File: src/rtl/uart_arb_pkg.sv
// Shared types for the uart transmit arbiter: FSM state encoding and its width.
package uart_arb_pkg;

  localparam int unsigned STATE_W = 2;

  typedef enum logic [STATE_W-1:0] {
    ST_IDLE       = 2'd0,
    ST_LOAD       = 2'd1,
    ST_WAIT_START = 2'd2,
    ST_WAIT_DONE  = 2'd3
  } arb_state_e;

endpackage

File: src/rtl/uart_tx_arbiter_rr_pick.sv
// Round-robin picker: first valid requester at or after ptr, wrapping modulo NUM_REQ.
module rr_pick #(
  parameter int unsigned NUM_REQ = 4,
  parameter int unsigned PTR_W   = $clog2(NUM_REQ)
) (
  input  logic [NUM_REQ-1:0] valid,
  input  logic [PTR_W-1:0]   ptr,
  output logic [NUM_REQ-1:0] pick_c,
  output logic               found_c
);

  // Scan from ptr upwards; the first hit wins and masks the rest.
  always_comb begin
    int unsigned idx;
    logic [PTR_W-1:0] sel;
    pick_c  = '0;
    found_c = 1'b0;
    idx     = 0;
    sel     = '0;
    for (int unsigned k = 0; k < NUM_REQ; k++) begin
      idx = 32'(ptr) + k;
      if (idx >= NUM_REQ) idx = idx - NUM_REQ;
      sel = PTR_W'(idx);
      if (!found_c && valid[sel]) begin
        pick_c[sel] = 1'b1;
        found_c     = 1'b1;
      end
    end
  end

endmodule

File: src/rtl/uart_tx_arbiter.sv
// Shares one uart transmitter among NUM_REQ requesters with round-robin
// selection and a per-message lock. Optional start timeout: UART_ARB_TIMEOUT_EN.
module uart_tx_arbiter
  import uart_arb_pkg::*;
#(
  parameter int unsigned NUM_REQ     = 4,
  parameter int unsigned TIMEOUT_CYC = 16
) (
  input  logic                 clk,
  input  logic                 rst,
  input  logic [NUM_REQ-1:0]   req_valid,
  input  logic [8*NUM_REQ-1:0] req_data,
  input  logic [NUM_REQ-1:0]   req_last,
  output logic [NUM_REQ-1:0]   req_ready,
  output logic                 transmit,
  output logic [7:0]           tx_byte,
  input  logic                 is_transmitting,
  output logic [NUM_REQ-1:0]   grant
`ifdef UART_ARB_TIMEOUT_EN
 ,output logic                 tx_error
`endif
);

  localparam int unsigned PTR_W  = $clog2(NUM_REQ);
  localparam int unsigned BYTE_W = 8;

  arb_state_e          state_q, state_d;
  logic [PTR_W-1:0]    rr_ptr_q, rr_ptr_d;
  logic [NUM_REQ-1:0]  grant_q, grant_d;
  logic [NUM_REQ-1:0]  req_ready_q, req_ready_d;
  logic                transmit_q, transmit_d;
  logic [BYTE_W-1:0]   tx_byte_q, tx_byte_d;
  logic                last_q, last_d;

  logic [NUM_REQ-1:0]  pick_c;
  logic                found_c;
  logic [NUM_REQ-1:0]  sel_c;
  logic                sel_valid_c;
  logic [BYTE_W-1:0]   sel_data_c;
  logic                sel_last_c;
  logic [PTR_W-1:0]    owner_idx_c;
  logic [PTR_W-1:0]    next_ptr_c;
  logic                done_c;
  logic                timeout_c;

`ifdef UART_ARB_TIMEOUT_EN
  localparam int unsigned CNT_W = $clog2(TIMEOUT_CYC + 1);
  logic [CNT_W-1:0] to_cnt_q, to_cnt_d;
  logic             err_q, err_d;
`endif

  rr_pick #(.NUM_REQ(NUM_REQ), .PTR_W(PTR_W)) u_rr_pick (
    .valid   (req_valid),
    .ptr     (rr_ptr_q),
    .pick_c  (pick_c),
    .found_c (found_c)
  );

  // Candidate: the locked owner if any, otherwise the round-robin pick.
  always_comb begin
    sel_c       = (|grant_q) ? grant_q : pick_c;
    sel_valid_c = |(sel_c & req_valid);
    sel_data_c  = '0;
    sel_last_c  = 1'b0;
    for (int unsigned i = 0; i < NUM_REQ; i++) begin
      if (sel_c[i]) begin
        sel_data_c = sel_data_c | req_data[i*BYTE_W +: BYTE_W];
        sel_last_c = sel_last_c | req_last[i];
      end
    end
  end

  // Owner index and the pointer value that follows it.
  always_comb begin
    owner_idx_c = '0;
    for (int unsigned i = 0; i < NUM_REQ; i++) begin
      if (grant_q[i]) owner_idx_c = PTR_W'(i);
    end
    next_ptr_c = (owner_idx_c == PTR_W'(NUM_REQ - 1)) ? '0 : PTR_W'(owner_idx_c + 1'b1);
  end

  assign done_c = (state_q == ST_WAIT_DONE) && !is_transmitting;

`ifdef UART_ARB_TIMEOUT_EN
  assign timeout_c = (state_q == ST_WAIT_START) && !is_transmitting &&
                     (to_cnt_q == CNT_W'(TIMEOUT_CYC - 1));
`else
  assign timeout_c = 1'b0;
`endif

  // State register.
  always_ff @(posedge clk) begin
    if (rst) state_q <= ST_IDLE;
    else     state_q <= state_d;
  end

  // Next-state logic.
  always_comb begin
    state_d = state_q;
    case (state_q)
      ST_IDLE:       if (sel_valid_c) state_d = ST_LOAD;
      ST_LOAD:       state_d = ST_WAIT_START;
      ST_WAIT_START: begin
        if (is_transmitting) state_d = ST_WAIT_DONE;
        else if (timeout_c)  state_d = ST_IDLE;
      end
      ST_WAIT_DONE:  if (!is_transmitting) state_d = ST_IDLE;
      default:       state_d = ST_IDLE;
    endcase
  end

  // Next values of the registered outputs and datapath.
  always_comb begin
    grant_d     = grant_q;
    rr_ptr_d    = rr_ptr_q;
    tx_byte_d   = tx_byte_q;
    last_d      = last_q;
    req_ready_d = '0;
    transmit_d  = 1'b0;
`ifdef UART_ARB_TIMEOUT_EN
    err_d    = err_q;
    to_cnt_d = (state_q == ST_WAIT_START) ? CNT_W'(to_cnt_q + 1'b1) : '0;
`endif
    if (state_q == ST_IDLE && sel_valid_c) begin
      grant_d     = sel_c;
      tx_byte_d   = sel_data_c;
      last_d      = sel_last_c;
      req_ready_d = sel_c;
    end
    if (state_q == ST_LOAD) transmit_d = 1'b1;
    if (done_c && last_q) begin
      grant_d  = '0;
      rr_ptr_d = next_ptr_c;
    end
    if (timeout_c) begin
      grant_d  = '0;
      rr_ptr_d = next_ptr_c;
`ifdef UART_ARB_TIMEOUT_EN
      err_d    = 1'b1;
`endif
    end
  end

  // Datapath and output registers.
  always_ff @(posedge clk) begin
    if (rst) begin
      grant_q     <= '0;
      rr_ptr_q    <= '0;
      tx_byte_q   <= '0;
      last_q      <= 1'b0;
      req_ready_q <= '0;
      transmit_q  <= 1'b0;
`ifdef UART_ARB_TIMEOUT_EN
      err_q       <= 1'b0;
      to_cnt_q    <= '0;
`endif
    end else begin
      grant_q     <= grant_d;
      rr_ptr_q    <= rr_ptr_d;
      tx_byte_q   <= tx_byte_d;
      last_q      <= last_d;
      req_ready_q <= req_ready_d;
      transmit_q  <= transmit_d;
`ifdef UART_ARB_TIMEOUT_EN
      err_q       <= err_d;
      to_cnt_q    <= to_cnt_d;
`endif
    end
  end

  assign req_ready = req_ready_q;
  assign transmit  = transmit_q;
  assign tx_byte   = tx_byte_q;
  assign grant     = grant_q;
`ifdef UART_ARB_TIMEOUT_EN
  assign tx_error  = err_q;
`endif

endmodule

File: config.mk
export PLATFORM = sky130hd
export DESIGN_NAME = uart_tx_arbiter
export DESIGN_NICKNAME = d
export VERILOG_FILES = /design/src/rtl/uart_arb_pkg.sv /design/src/rtl/uart_tx_arbiter_rr_pick.sv /design/src/rtl/uart_tx_arbiter.sv
export SDC_FILE = /design/constraint.sdc
export NUM_CORES = 1
export LEC_CHECK = 0
export ABC_AREA = 1
export BUFFER_PORTS_ARGS = -buffer_cell sky130_fd_sc_hd__buf_2
export CORE_MARGIN = 2
export CORE_UTILIZATION = 40
export CTS_CLUSTER_SIZE = 24
export DETAILED_ROUTE_END_ITERATION = 6
export PLACE_DENSITY_LB_ADDON = 0.25
export SLEW_MARGIN = 20
export SYNTH_ARGS = -nofsm -noshare
export SYNTH_HDL_FRONTEND = slang
export SYNTH_HIERARCHICAL = 1
export SYNTH_SLANG_ARGS = --single-unit
File: constraint.sdc
create_clock -name clk -period 4.52 [get_ports clk]
set_clock_uncertainty 0.15 [all_clocks]
set_input_delay 0.678 -clock clk [delete_from_list [all_inputs] [get_ports clk]]
set_output_delay 0.678 -clock clk [all_outputs]
set_load 0.005 [all_outputs]
==> flow_summary.toml <==
[outcome]
outcome = "complete, no violations"

[power]
p_per_area_nw_per_um2 = 387.5
p_leak_nw = 1.012
ir_worst_vdd_mv = 0.1990

[place]
gp_congestion = 0.8217
dp_hpwl_microns = 3231
dp_slack_ns = 1.241
port_buffers = 59

[drt]
routed_wl_microns = 3991
dr.pass1.iters = 4
drc = 0
wl_per_cell_microns = 11.27
ant_nets = 0
viasPerCell = 4.873
vias = 1725
drt_iter0_drc = 70

[grt]
overflow = 0
grt.total_usage = 0.1968
grt_pass1_wl_microns = 6775
grt_max_degree = 15
antenna_found_initial = 0
grt_pass1_vias = 1593

[sta]
fmax_mhz = 304.5
finalCriticalPeriod_ns = 3.284
fin_tns_setup_ns = 0
drv_slew = 0
final.setup.worst_slack_ns = 1.236
period_share = 0.7266
setup_viol = 0
worstMarginPinSlew_ns = 0.4520
rsz0062_at_grt = "no"
hold_viol = 0
slew_headroom = 0.6955

[floorplan]
core-area_sq_um = 3716
die_y_microns = 66.78
pin_count = 60
die_w_microns = 66.78
row_count = 22
start_util = 0.4242
fp.dieArea_sq_um = 4460

[synthesis]
syn_area_per_cell_sq_um = 6.331
synthesis.nets = 303
syn_area_sq_um = 1577
ys.warnings.count = 6
synthCells = 249

[layout]
num-fill-cells = 392
seqCellArea_sq_um = 440.4
syn_to_final_growth_pct = 24.76
drive_above_1_share = 0.2647
nets = 361
diodes = 0
multi_input_area_sq_um = 1013

[clock_network]
cts_max_level = 1
cts_setup_buffers = 0
numCtsBuffers = 3
ctsResizeCount = 0
cts.sinks = 22
root_buffer = "clkbuf_8"
cts_tree = "built"
ctsHoldBuffers = 0
path_clk_slew_ns = 0.08
clock_latency_ns = 0.26
cts.path.max_buffers = 2

[setup_path]
worstPathRequired_ns = 4.53
timing.rr.end = "tx_byte[1]"
criticalPathCategory = "flip-flop to flip-flop"
r2r-start = "rr_ptr_q[0]"
end_kind = "flip-flop"
worst-r2r-setup-slack_ns = 1.24
cp_max_fo = 14
startpoint_type = "flip-flop"
cp.arrival_ns = 3.30
rr_worst_depth = 19

[hold_path]
min_to = "tx_byte[7]"
min_path_type = "flip-flop to flip-flop"
whs_path_depth = 2
min_from = "tx_byte[7]"

[job]
max_cap_violations = 0
[cells in the final DEF, fill, tap and decap left out]
master      n
buf_2      59
o21ai_0     6
nand2_4     2
inv_2       2
clkbuf_8    3
dfxtp_1    22
ha_1       11
bufinv_16   1
nand3_2     2
nand3_1    20
inv_1      21
o21ai_4     1
a21oi_1    10
nor2_1     38
nand4_1     9
nand2_2     7
nand2_1    81
o21a_1      1
nand3_4     2
nor2_4      1
nor2_2      1
o21ai_1     6
[flip-flops by register name (all words and copies together), names as in the netlist]
name,count
req_ready,4
last_q,1
grant,4
tx_byte,8
state_q,2
rr_ptr_q,2
transmit,1
[area by class of cell]
type,instances,share of cell area
multi-input cells,198,0.5153
flip-flops and latches,22,0.2239
repair buffers,59,0.1501
inverters,23,0.04389
well taps,48,0.03053
clock buffers,3,0.02099
clock inverters,1,0.01527
[per-layer routing]
layer  routed length (microns)  GRT usage  up-vias
met5                         0          0        -
met4                        62    0.05357        0
met3                       319    0.03716        8
met2                      1778     0.3425       78
met1                      1830     0.2466      731
li1                          -          -      908
[per-stage QoR]
stage / instance area [sq um] / power (W) / hold slack (ns) / util / std cells
after floorplan: 1577 / 0.0004899 / 0.3049 / - / 249
after global placement: 1896 / 0.0005815 / 0.3254 / 0.5101 / 350
after detailed placement: 1896 / 0.0005837 / 0.3248 / 0.5101 / 350
after CTS: 1967 / 0.0007685 / 0.3420 / 0.5293 / 354
after global routing: 1967 / 0.0008324 / 0.3680 / 0.5293 / 354
final: 1967 / 0.0007621 / 0.3401 / 0.5293 / 354
[where the power goes]
part           leakage, nW  internal (W)  switching [W]
Clock               0.0357      0.000118      0.0000651
Sequential           0.180      0.000242      0.0000328
Combinational        0.796      0.000119       0.000185
Total                 1.01      0.000479       0.000283
[worst max-delay path by stage]
stage / startpoint / endpoint / slack [ns]
floorplan: rr_ptr_q[0] / tx_byte[1] / 1.97
finish: rr_ptr_q[0] / tx_byte[1] / 1.24
CTS: rr_ptr_q[0] / tx_byte[1] / 1.24
global route: rr_ptr_q[0] / tx_byte[7] / 0.77
detailed placement: rr_ptr_q[0] / tx_byte[1] / 1.24
global placement: rr_ptr_q[0] / tx_byte[1] / 1.34
[worst max-delay path, cell delays in order (launching register included)]
cell and delay [ns]:
dfxtp_1 0.58, inv_2 0.16, ha_1 0.36, inv_1 0.08
nand3_1 0.08, nand2_1 0.11, nand3_2 0.13, nor2_1 0.05
nor2_1 0.09, nand2_1 0.06, inv_1 0.05, nor2_1 0.04
nand2_2 0.07, nand2_1 0.23, nand2_1 0.16, nand2_2 0.09
o21ai_4 0.34, inv_2 0.17, nor2_1 0.14, nor2_1 0.05
(Power assumes the default switching activity.)
